<file path="config.mk">
export PLATFORM = sky130hd
export DESIGN_NAME = seven_seg_scanner
export DESIGN_NICKNAME = d
export VERILOG_FILES = /design/src/rtl/seven_seg_scanner.sv
export SDC_FILE = /design/constraint.sdc
export NUM_CORES = 1
export LEC_CHECK = 0
export CORE_MARGIN = 4
export CORE_UTILIZATION = 42
export DETAILED_ROUTE_END_ITERATION = 8
export GPL_TIMING_DRIVEN = 0
export PLACE_DENSITY_LB_ADDON = 0.3
export SETUP_SLACK_MARGIN = 0.15
export SYNTH_ARGS = -nofsm -noshare
export SYNTH_HDL_FRONTEND = slang
export SYNTH_SLANG_ARGS = --single-unit
</file>
<file path="constraint.sdc">
create_clock -name clk -period 3.16 [get_ports clk]
set_clock_uncertainty 0.15 [all_clocks]
set_input_delay 0.632 -clock clk [delete_from_list [all_inputs] [get_ports clk]]
set_output_delay 0.632 -clock clk [all_outputs]
set_load 0.02 [all_outputs]
</file>
<file path="src/rtl/seven_seg_scanner.sv">
// Time-multiplexes a 32-bit hex display word across 8 digit slots for the downstream
// seven-segment decoder, with frame-synchronous word updates, per-digit blanking and leading-zero suppression.
module seven_seg_scanner #(
   parameter int DIV   = 100000,
   parameter int DIV_W = 17
) (
   input  logic        clk,
   input  logic        rst_n,
   input  logic        en,
   input  logic        wr_en,
   input  logic [31:0] wr_data,
   input  logic [7:0]  blank_mask,
   input  logic        lz_suppress,
   output logic [3:0]  num,
   output logic [2:0]  sel,
   output logic        digit_on,
   output logic        frame_done,
   output logic        upd_pending
);

   localparam logic [DIV_W-1:0] LAST = DIV_W'(DIV - 1);

   logic [DIV_W-1:0] pre_q, pre_d;
   logic [2:0]       sel_q, sel_d;
   logic [31:0]      active_q, active_d;
   logic [31:0]      pending_q, pending_d;
   logic             upd_q, upd_d;
   logic             fd_q, fd_d;
   logic             tick;
   logic             boundary;
   logic [7:0]       lzb;

   always_comb begin
      tick      = en && (pre_q == LAST);
      boundary  = tick && (sel_q == 3'd7);
      pre_d     = pre_q;
      sel_d     = sel_q;
      active_d  = active_q;
      pending_d = pending_q;
      upd_d     = upd_q;
      fd_d      = boundary;

      if (en) begin
         pre_d = tick ? '0 : pre_q + 1'b1;
      end
      if (tick) begin
         sel_d = sel_q + 3'd1;
      end

      // A write landing on the wrap goes straight to the active word; the older pending word is dropped.
      if (boundary) begin
         if (wr_en) begin
            active_d = wr_data;
         end else if (upd_q) begin
            active_d = pending_q;
         end
         upd_d = 1'b0;
      end else if (wr_en) begin
         pending_d = wr_data;
         upd_d     = 1'b1;
      end
   end

   always_ff @(posedge clk or negedge rst_n) begin
      if (!rst_n) begin
         pre_q     <= '0;
         sel_q     <= '0;
         active_q  <= '0;
         pending_q <= '0;
         upd_q     <= 1'b0;
         fd_q      <= 1'b0;
      end else begin
         pre_q     <= pre_d;
         sel_q     <= sel_d;
         active_q  <= active_d;
         pending_q <= pending_d;
         upd_q     <= upd_d;
         fd_q      <= fd_d;
      end
   end

   // lzb[k]: nibbles k..7 are all zero; digit 0 is never suppressed so zero shows as "0".
   always_comb begin
      lzb = '0;
      for (int k = 1; k < 8; k++) begin
         lzb[k] = lz_suppress && ((active_q >> (4 * k)) == 32'd0);
      end
   end

   // rst_n gates digit_on so the display stays dark for the whole reset period.
   assign num         = active_q[{sel_q, 2'b00} +: 4];
   assign sel         = sel_q;
   assign digit_on    = rst_n & en & ~blank_mask[sel_q] & ~lzb[sel_q];
   assign frame_done  = fd_q;
   assign upd_pending = upd_q;

endmodule

</file>
==> results.md, run 1 <==
- Rows: 36
- Crit path buf inv count: 3
- Area Overhead vs Synth: 21.4%
- Worst path top cell family by delay: multiplexers
- Die area: 11800 sq um
- Slew margin rel.: 57.8%
- Number of H-tree levels: 3
- Port-buffer cells: 53
- Top_reg_cell synth: dfrtp_1
- Root Buffer: clkbuf_8
- Post-Syn Area: 4240 sq um
- FF+latch count, synth: 86
- Initial antenna violation count: 0
- WP data required: 2380 ps
- Fin worst setup slack: 222 ps
- CP max stage delay: 490 ps
- RSZ-0062 raised after global routing: false
- Avg Cell Area, Syn: 13.9 sq um
- CTS tree: done
- Worst setup EP type: output port
- Tcrit/Tclk final: 93.0%
- Antenna-violating nets left: 0
- DP HPWL: 6.41 mm
- Cells after DPL: 492
- Largest net degree at the start of global routing: 65
- LEAKAGE: 2.24 nW
- Measured slew at the worst slew-check pin: 633 ps
- Clock latency on the worst-skew pair: 350 ps
- YS warnings: 0
- 1st-iter DRT viols: 71
- Core Util, Final: 52.4%
- Setup WS pre-CTS: -206 ps
- Arrival time at the worst endpoint: 2160 ps
- Worst Path Class, Setup: flop to output port
- Starting Density: 43.2%
- Syn_nets: 353
- Post-synth cell types: 40
- Maximum clock frequency: 0.340 GHz
- Die span in y: 108 um
- Layout cells sized above 1: 36.5%
- Synth Instances: 305
- First-pass GRT wire length: 14.4 mm
- CP max stage cell: mux4_2
- Setup TNS: 0 ps
- Via/cell ratio: 5.32
- DR DRC count: 0
- NumNets Final: 419
- Post-layout minimum cycle time: 2940 ps
- Gp weighted congestion: 0.845
- Via count: 2702
- Status: finished clean
- Max IR drop VDD: 0.000187 V
- DRT Wirelength: 8.53 mm
- Most common cell after layout, fill and taps aside: mux2_2
- Pre-antenna DRT Iters: 4
- Critical-path cell list: clkbuf_8 > buf_8 > mux4_2 > mux2_2 > dlygate4sd2_1
- Number of CTS-inserted buffers: 9
- Sink Count: 86
- Hold Buf Count CTS: 0
- Seq/Total Area, Yosys: 50.8%
- Vias in the first global route: 2927
- Global Route Usage Sum: 15.8%
- Clock tree buffer depth: 2
- Clock-pin slew on the worst setup and hold paths: 80 ps
- Final Max Slew Viols: 0
- EDFF count, synth: 0
- MaxCap Viol Count: 0
- Avg WL per Cell: 16.8 um
- Final Hold Violating Endpoints: 0
- Post-synth ARST share: 100%
- Critical-path maximum fanout: 10
- Startpoint types: flop
- Die W: 108 um
- # IOs: 55
- Tightest Hold Check Type: input port to async pin
- Grt total ovfl: 0
- Setup-failing EPs final: 0
- Fin cells: 508
- N_diodes: 0
- Pwr/cell area: 417 nW/um^2
- Core Area: 9820 sq um
- Most frequent cells in the layout: mux2_2, dfrtp_1, clkdlybuf4s50_1
[sequential cells by signal, summed over array words and instances (netlist names)]
register	flops
frame_done	1
active_q	32
pre_q	17
upd_pending	1
sel	3
pending_q	32
[timing repair]
| action | in CTS | in global routing |
|---|---|---|
| buffers inserted | 1 | 0 |
| setup endpoints to repair | 5 | 34 |
| gates resized for setup | 14 | 4 |
| gates cloned | 0 | 0 |
[synth_stat cells, types with 4 or more instances]
cell | n | area share [%]
mux2_2 | 96 | 26
dfrtp_1 | 86 | 51
mux4_2 | 10 | 5.3
nand2_1 | 10 | 0.89
nor2_1 | 10 | 0.89
xor2_1 | 10 | 2.1
clkbuf_1 | 7 | 0.62
nand3_1 | 7 | 0.83
mux2_1 | 6 | 1.6
nor4_1 | 6 | 0.89
buf_2 | 5 | 0.59
xnor2_1 | 4 | 0.83
[through the flow]
stage | hold slack (ps) | cell area [sq um] | power, mW
finish | 31.7 | 5150 | 2.15
global route | 50.9 | 5150 | 2.25
CTS | 24.5 | 5130 | 2.18
detailed placement | 336 | 4960 | 1.53
global placement | 321 | 4930 | 1.51
floorplan | 186 | 4240 | 1.39
[path summary, 6_finish.rpt]
kind / start / endpoint / slack, ps / depth (start not counted)
worst min-delay path: rst_n / pending_q[16] / 30 / 1
min in group clk: pending_q[9] / pending_q[9] / 350 / 1
worst max-delay path: sel[0] / num[3] / 220 / 5
worst min register to register: pending_q[9] / pending_q[9] / 350 / 1
worst max register to register: pre_q[11] / pending_q[30] / 670 / 5
max in group asynchronous: rst_n / pre_q[7] / 2210 / 2
[layer usage]
| metal | part of all wire, % | GRT usage (%) |
|---|---|---|
| met1 | 44 | 20.6 |
| met2 | 51 | 26.7 |
| met3 | 3.5 | 2.69 |
| met4 | 1.6 | 5.68 |
| met5 | 0 | 0 |
[cell type report]
type,count,area [sq um]
Buffer,16,110
Clock buffer,11,131
Clock inverter,4,25.0
Fill cell,878,4670
Inverter,3,11.3
Multi-Input combinational cell,200,1990
Sequential cell,86,2150
Tap cell,133,166
Timing Repair Buffer,55,556
[cell families after synthesis]
family                   after synthesis  share of synthesized area, %
adder cells (fa/ha/maj)                4                          1.12
multiplexers                         113                          32.7
buffers and inverters                 19                          2.36
AND/OR/NAND/NOR                       56                          7.68
flip-flops                            86                          50.8
AO/OA/AOI/OAI                         13                          2.51
XOR/XNOR                              14                          2.89
[where the power goes]
| group | switching (mW) | leakage, nW | internal [mW] |
|---|---|---|---|
| Clock | 0.371 | 0.0752 | 0.279 |
| Combinational | 0.110 | 1.06 | 0.160 |
| Sequential | 0.0541 | 1.11 | 1.17 |
| Total | 0.535 | 2.24 | 1.61 |
Note: power is estimated with default switching activity, not from simulation.
==> run 2, diff against run 1 <==
- SKIP_CTS_REPAIR_TIMING: default -> 1
==> results.md, run 2 (synthesized netlist as in run 1, its figures left out) <==
- Status: finished clean
- DR DRC count: 0 (unchanged)
- Worst setup EP type: output port
- Largest net degree at the start of global routing: 65 (unchanged)
- Initial antenna violation count: 0 (unchanged)
- 1st-iter DRT viols: 59 (-17%)
- GRT busiest layer: met2
- Most common cell after layout, fill and taps aside: mux2_2
- Fin cells: 508 (unchanged)
- Min Hold Slack: 29.3 ps (-2.42 ps)
- Placed Area: 4960 sq um (unchanged)
- Die area: 11800 sq um (unchanged)
- Most frequent cells in the layout: mux2_2, dfrtp_1, clkdlybuf4s50_1
- MaxCap Viol Count: 0 (unchanged)
- Final Hold Violating Endpoints: 0 (unchanged)
- Arrival time at the worst endpoint: 2130 ps (-30 ps)
- Fin worst setup slack: 252 ps (+30.8 ps)
- NumNets Final: 419 (unchanged)
- Startpoint types: input port
- Via/cell ratio: 5.32 (about the same)
- Antenna-violating nets left: 0 (unchanged)
- M3 GR Usage: 2.63% (-0.060 points)
- Post-layout minimum cycle time: 2910 ps (-30.8 ps)
- Via count: 2701 (-0.037%)
- CTS tree: done
- Global Route Usage Sum: 15.8% (unchanged)
- Layout cells sized above 1: 36.5% (unchanged)
- Max IR drop VDD: 0.000186 V (-0.59%)
- M1 GR Usage: 20.6% (unchanged)
- RSZ-0062 raised after global routing: false
- Grt total ovfl: 0 (unchanged)
- Tightest Hold Check Type: input port to async pin
- Setup WS pre-CTS: -206 ps (unchanged)
- N_diodes: 0 (unchanged)
- First-pass GRT wire length: 14.4 mm (unchanged)
- Clock-pin slew on the worst setup and hold paths: 80 ps (about the same)
- Sink Count: 86 (unchanged)
- Vias in the first global route: 2927 (unchanged)
- # IOs: 55 (unchanged)
- Core Area: 9820 sq um (unchanged)
- Root Buffer: clkbuf_8
- Cells after DPL: 492 (unchanged)
- DP HPWL: 6.41 mm (unchanged)
- Gp weighted congestion: 0.845 (unchanged)
- Rows: 36 (unchanged)
- Pwr/cell area: 417 nW/um^2 (about the same)
- DRT Wirelength: 8.59 mm (+0.68%)
- Number of CTS-inserted buffers: 9 (unchanged)
- Area Overhead vs Synth: 21.5% (about the same)
- Avg WL per Cell: 16.9 um (+0.68%)
- Clock latency on the worst-skew pair: 350 ps (about the same)
- Port-buffer cells: 53 (unchanged)
- LEAKAGE: 2.30 nW (+2.7%)
- Worst Path Class, Setup: input port to output port
- PnR Total Power: 2.15 mW (about the same)
- Starting Density: 43.2% (unchanged)
- Top Registers: active_q (32), pending_q (32), pre_q (17)
- Setup TNS: 0 ps (unchanged)
- Pre-antenna DRT Iters: 4 (unchanged)
- Clock tree buffer depth: 2 (unchanged)
- Die span in y: 108 um (unchanged)
- Measured slew at the worst slew-check pin: 634 ps (+1.31 ps)
- WP data required: 2380 ps (about the same)
- Core Util, Final: 52.4% (about the same)
- Number of H-tree levels: 3 (unchanged)
- Filler cells: 877 (-0.11%)
- Critical-path cell list: clkdlybuf4s50_1 > mux4_2 > mux2i_1 > and3_1 > o31a_1 > clkbuf_2
- Cell area after layout: 5150 sq um (about the same)
- Setup-failing EPs final: 0 (unchanged)
- Die W: 108 um (unchanged)
- Maximum clock frequency: 0.344 GHz (+1.1%)
- Critical-path maximum fanout: 1 (-9)
- Slew margin rel.: 57.7% (-0.087 points)
- Tcrit/Tclk final: 92.0% (-0.98 points)
- Multi-input gate area: 1990 sq um (unchanged)
- Final Max Slew Viols: 0 (unchanged)
- Met2 usage: 26.8% (+0.044 points)
- Sequential cell area: 2150 sq um (unchanged)
- CP max stage cell: mux4_2
- CP max stage delay: 480 ps (about the same)
-- run 2: cell count changes in the layout (fill, tap and decap cells not counted), sizes merged --
| cell | change |
|---|---|
| clkdlybuf4s15 | -2 |
| dlygate4sd2 | -2 |
| dlymetal6s2s | +4 |
-- run 2: metal layers --
layer / wire length (um) / part of all wire (%)
met1: 3830 / 45
met2: 4380 / 51
met3: 249 / 2.9
met4: 126 / 1.5
met5: 0 / 0
-- run 2: critical path, delay by kind of cell --
| family | cells | cell delay [ps] |
|---|---|---|
| buffers and inverters | 2 | 570 |
| and+or+nand+nor | 1 | 170 |
| muxes | 2 | 610 |
| AOI/OAI and AO/OA | 1 | 150 |
-- run 2: final timing paths --
kind / cells after the start / start / slack, ps / endpoint
max in group asynchronous: 2 / rst_n / 2220 / pre_q[7]
hold / removal: 1 / rst_n / 30 / pending_q[16]
setup reg to reg: 5 / pre_q[11] / 670 / pending_q[30]
setup / recovery: 6 / blank_mask[7] / 250 / digit_on
min in group clk: 1 / pending_q[2] / 350 / pending_q[2]
hold reg to reg: 1 / pending_q[2] / 350 / pending_q[2]
-- run 2: cell type report --
type	count	area share [%]
inverter	3	0.219
multi-input combinational	200	38.7
clock buffer	11	2.55
buffer	16	1.94
clock inverter	4	0.486
tap	133	3.23
timing repair buffer	55	11.0
sequential	86	41.8
-- run 2: report_power, final --
part | internal, mW | total [mW] | switching, mW
sequential | 1.17 | 1.23 | 0.0540
combinational | 0.160 | 0.271 | 0.111
clock | 0.279 | 0.650 | 0.371
==> run 3, diff against run 2 <==
- ABC_AREA: default -> 1
- CAP_MARGIN: default -> 25
==> results.md, run 3 <==
- Number of CTS-inserted buffers: 9 (unchanged)
- Reg2Reg Depth: 7 (+2)
- RR Startpoint: sel[1]
- Most common cell after layout, fill and taps aside: nand2_1
- Comb pwr share: 13.4% (+0.8 points)
- CP max stage delay: 370 ps (-110 ps)
- Sink Count: 86 (unchanged)
- Pre-antenna DRT Iters: 5 (+1)
- Cells after DPL: 797 (+62%)
- Vias in the first global route: 4300 (+47%)
- Core Area: 10900 sq um (+11%)
- Clock-pin slew on the worst setup and hold paths: 70 ps (about the same)
- Post-Syn Area: 4720 sq um (+11%)
- Die W: 114 um (+5.2%)
- Starting Density: 43.2% (about the same)
- Fin cells: 817 (+61%)
- Synth top area cells: dfrtp_1, nand2_1, mux2_2
- Initial antenna violation count: 0 (unchanged)
- Setup WS pre-CTS: -65.8 ps (+140 ps)
- Layout cells sized above 1: 13.0% (-24 points)
- P_sw: 0.733 mW (+37%)
- Clock Power Share: 41.1% (+11 points)
- Via/cell ratio: 5.31 (about the same)
- Antenna-violating nets left: 0 (unchanged)
- Final Hold Violating Endpoints: 0 (unchanged)
- N_diodes: 0 (unchanged)
- Max IR drop VDD: 0.000307 V (+65%)
- Syn_nets: 651 (+84%)
- Arrival time at the worst endpoint: 2000 ps (-130 ps)
- Flop pwr share: 45.5% (-12 points)
- Core Util, Final: 53.5% (+1.0 points)
- Fin worst setup slack: 378 ps (+126 ps)
- Tightest Hold Check Type: input port to async pin
- EDFF count, synth: 0 (unchanged)
- Root Buffer: clkbuf_16
- Top_reg_cell synth: dfrtp_1
- Post-synth ARST share: 100% (unchanged)
- Port-buffer cells: 53 (unchanged)
- FF+latch count, synth: 86 (unchanged)
- Die area: 13000 sq um (+11%)
- Number of H-tree levels: 3 (unchanged)
- Top cells by count, synth: nand2_1, dfrtp_1, nand3_1
- Startpoint types: flop
- Tcrit/Tclk final: 88.0% (-4.0 points)
- RSZ-0062 raised after global routing: false
- Die span in y: 114 um (+5.2%)
- Setup TNS: 0 ps (unchanged)
- DRT Wirelength: 12.2 mm (+43%)
- Largest net degree at the start of global routing: 64 (-1.5%)
- Worst R2R End: active_q[27]
- Placed Area: 5450 sq um (+10%)
- Internal power: 2.06 mW (+28%)
- Via count: 4341 (+61%)
- Seq/Total Area, Yosys: 45.6% (-5.2 points)
- Setup-failing EPs final: 0 (unchanged)
- Rows: 38 (+5.6%)
- Global Route Usage Sum: 19.4% (+3.6 points)
- Sw Ratio: 26.2% (+1.3 points)
- NumNets Final: 720 (+72%)
- Status: finished clean
- Worst R2R Setup Slack: 1000 ps (+330 ps)
- WP data required: 2380 ps (about the same)
- First-pass GRT wire length: 20.7 mm (+43%)
- DP HPWL: 8.91 mm (+39%)
- Largest area contributor in the netlist: dfrtp_1
- Share of the synthesized area in the top cell type: 45.6% (-5.2 points)
- Critical-path cell list: buf_2 > clkinvlp_4 > buf_2 > o21ai_1 > nand3_1 > o21a_1 > dlymetal6s2s_1
- 1st-iter DRT viols: 246 (+320%)
- Clock tree buffer depth: 2 (unchanged)
- Measured slew at the worst slew-check pin: 605 ps (-29.8 ps)
- Gp weighted congestion: 0.954 (+13%)
- DR DRC count: 0 (unchanged)
- Avg Cell Area, Syn: 7.83 sq um (-44%)
- Maximum clock frequency: 0.359 GHz (+4.5%)
- Slew margin rel.: 59.7% (+2.0 points)
- Avg WL per Cell: 15.0 um (-11%)
- Most Frequent Cell on Critical Path: buf_2
- Grt total ovfl: 0 (unchanged)
- MaxCap Viol Count: 0 (unchanged)
- Most frequent cell after synthesis: nand2_1
- PnR Total Power: 2.79 mW (+30%)
- Area Overhead vs Synth: 23.8%
- CTS tree: done
- Final Max Slew Viols: 0 (unchanged)
- Min Hold Slack: 59.2 ps (+30.0 ps)
- Critical-path maximum fanout: 10 (+9)
- Post-layout minimum cycle time: 2780 ps (-126 ps)
- Most frequent cells in the layout: nand2_1, dfrtp_1, clkdlybuf4s50_1
- YS warnings: 0 (unchanged)
- Clock latency on the worst-skew pair: 340 ps (about the same)
- Worst setup EP type: output port
- CP max stage cell: dfrtp_1
- Worst Path Class, Setup: flop to output port
- Pwr/cell area: 477 nW/um^2 (+14%)
- Cell area after layout: 5850 sq um (+14%)
- Top Registers: active_q (32), pending_q (32), pre_q (17)
- LEAKAGE: 3.05 nW (+33%)
- Synth Instances: 603 (+98%)
- # IOs: 55 (unchanged)
- Post-synth cell types: 29 (-28%)
run 3: changes by cell type after synthesis, sizes merged, moves of 4 or more:
cell / previous run / this run
buf: 9 / 22
nand2: 10 / 210
mux2: 102 / 32
nand4: 3 / 39
nor4: 8 / 0
clkbuf: 7 / 14
mux4: 10 / 0
nor2: 10 / 42
inv: 3 / 43
xnor2: 4 / 0
nand3: 7 / 46
o21ai: 1 / 28
a21oi: 2 / 16
run 3: critical path, delay by kind of cell (launching register included):
| family | cells | cell delay, ps |
|---|---|---|
| compound gates | 2 | 360 |
| simple gates | 1 | 120 |
| flops | 1 | 370 |
| buf+inv | 4 | 810 |
run 3: cell families after synthesis:
family | after synthesis | synth area share, %
AOI/OAI and AO/OA | 48 | 5.27
xor gates and xnor gates | 8 | 1.48
adders and majority gates | 3 | 0.795
buffers and inverters | 80 | 7.55
DFF | 86 | 45.6
muxes | 32 | 7.63
and+or+nand+nor | 346 | 31.7
run 3: area by class of cell:
class | instances | area [sq um]
Buffer | 36 | 196
Clock inverter | 6 | 95.1
Fill cell | 1033 | 5090
Timing Repair Buffer | 58 | 616
Clock buffer | 10 | 229
Tap cell | 140 | 175
Inverter | 44 | 169
Sequential cell | 86 | 2150
Multi-Input combinational cell | 437 | 2210
run 3: layer usage:
metal / global-route usage, % / vias up / share of wire [%]
met5: 0 / - / 0
met4: 5.70 / 0 / 1.4
met3: 4.46 / 19 / 5.4
met2: 31.5 / 142 / 48
met1: 26.1 / 2066 / 45
li1: - / 2114 / -
run 3: how the worst max path moves through the flow:
stage	start	endpoint	slack [ps]
detailed placement	rst_n	digit_on	-70
global placement	rst_n	digit_on	-3190
CTS	sel[0]	num[2]	-140
finish	sel[0]	num[2]	380
floorplan	sel[0]	digit_on	830
global route	sel[0]	num[0]	270
run 3: power groups by stage:
stage	Sequential [mW]	Combinational, mW	Clock (mW)
floorplan	1.27	0.232	0
global placement	1.28	0.355	0
detailed placement	1.29	0.369	0
CTS	1.27	0.372	1.17
global route	1.28	0.423	1.22
finish	1.27	0.374	1.15
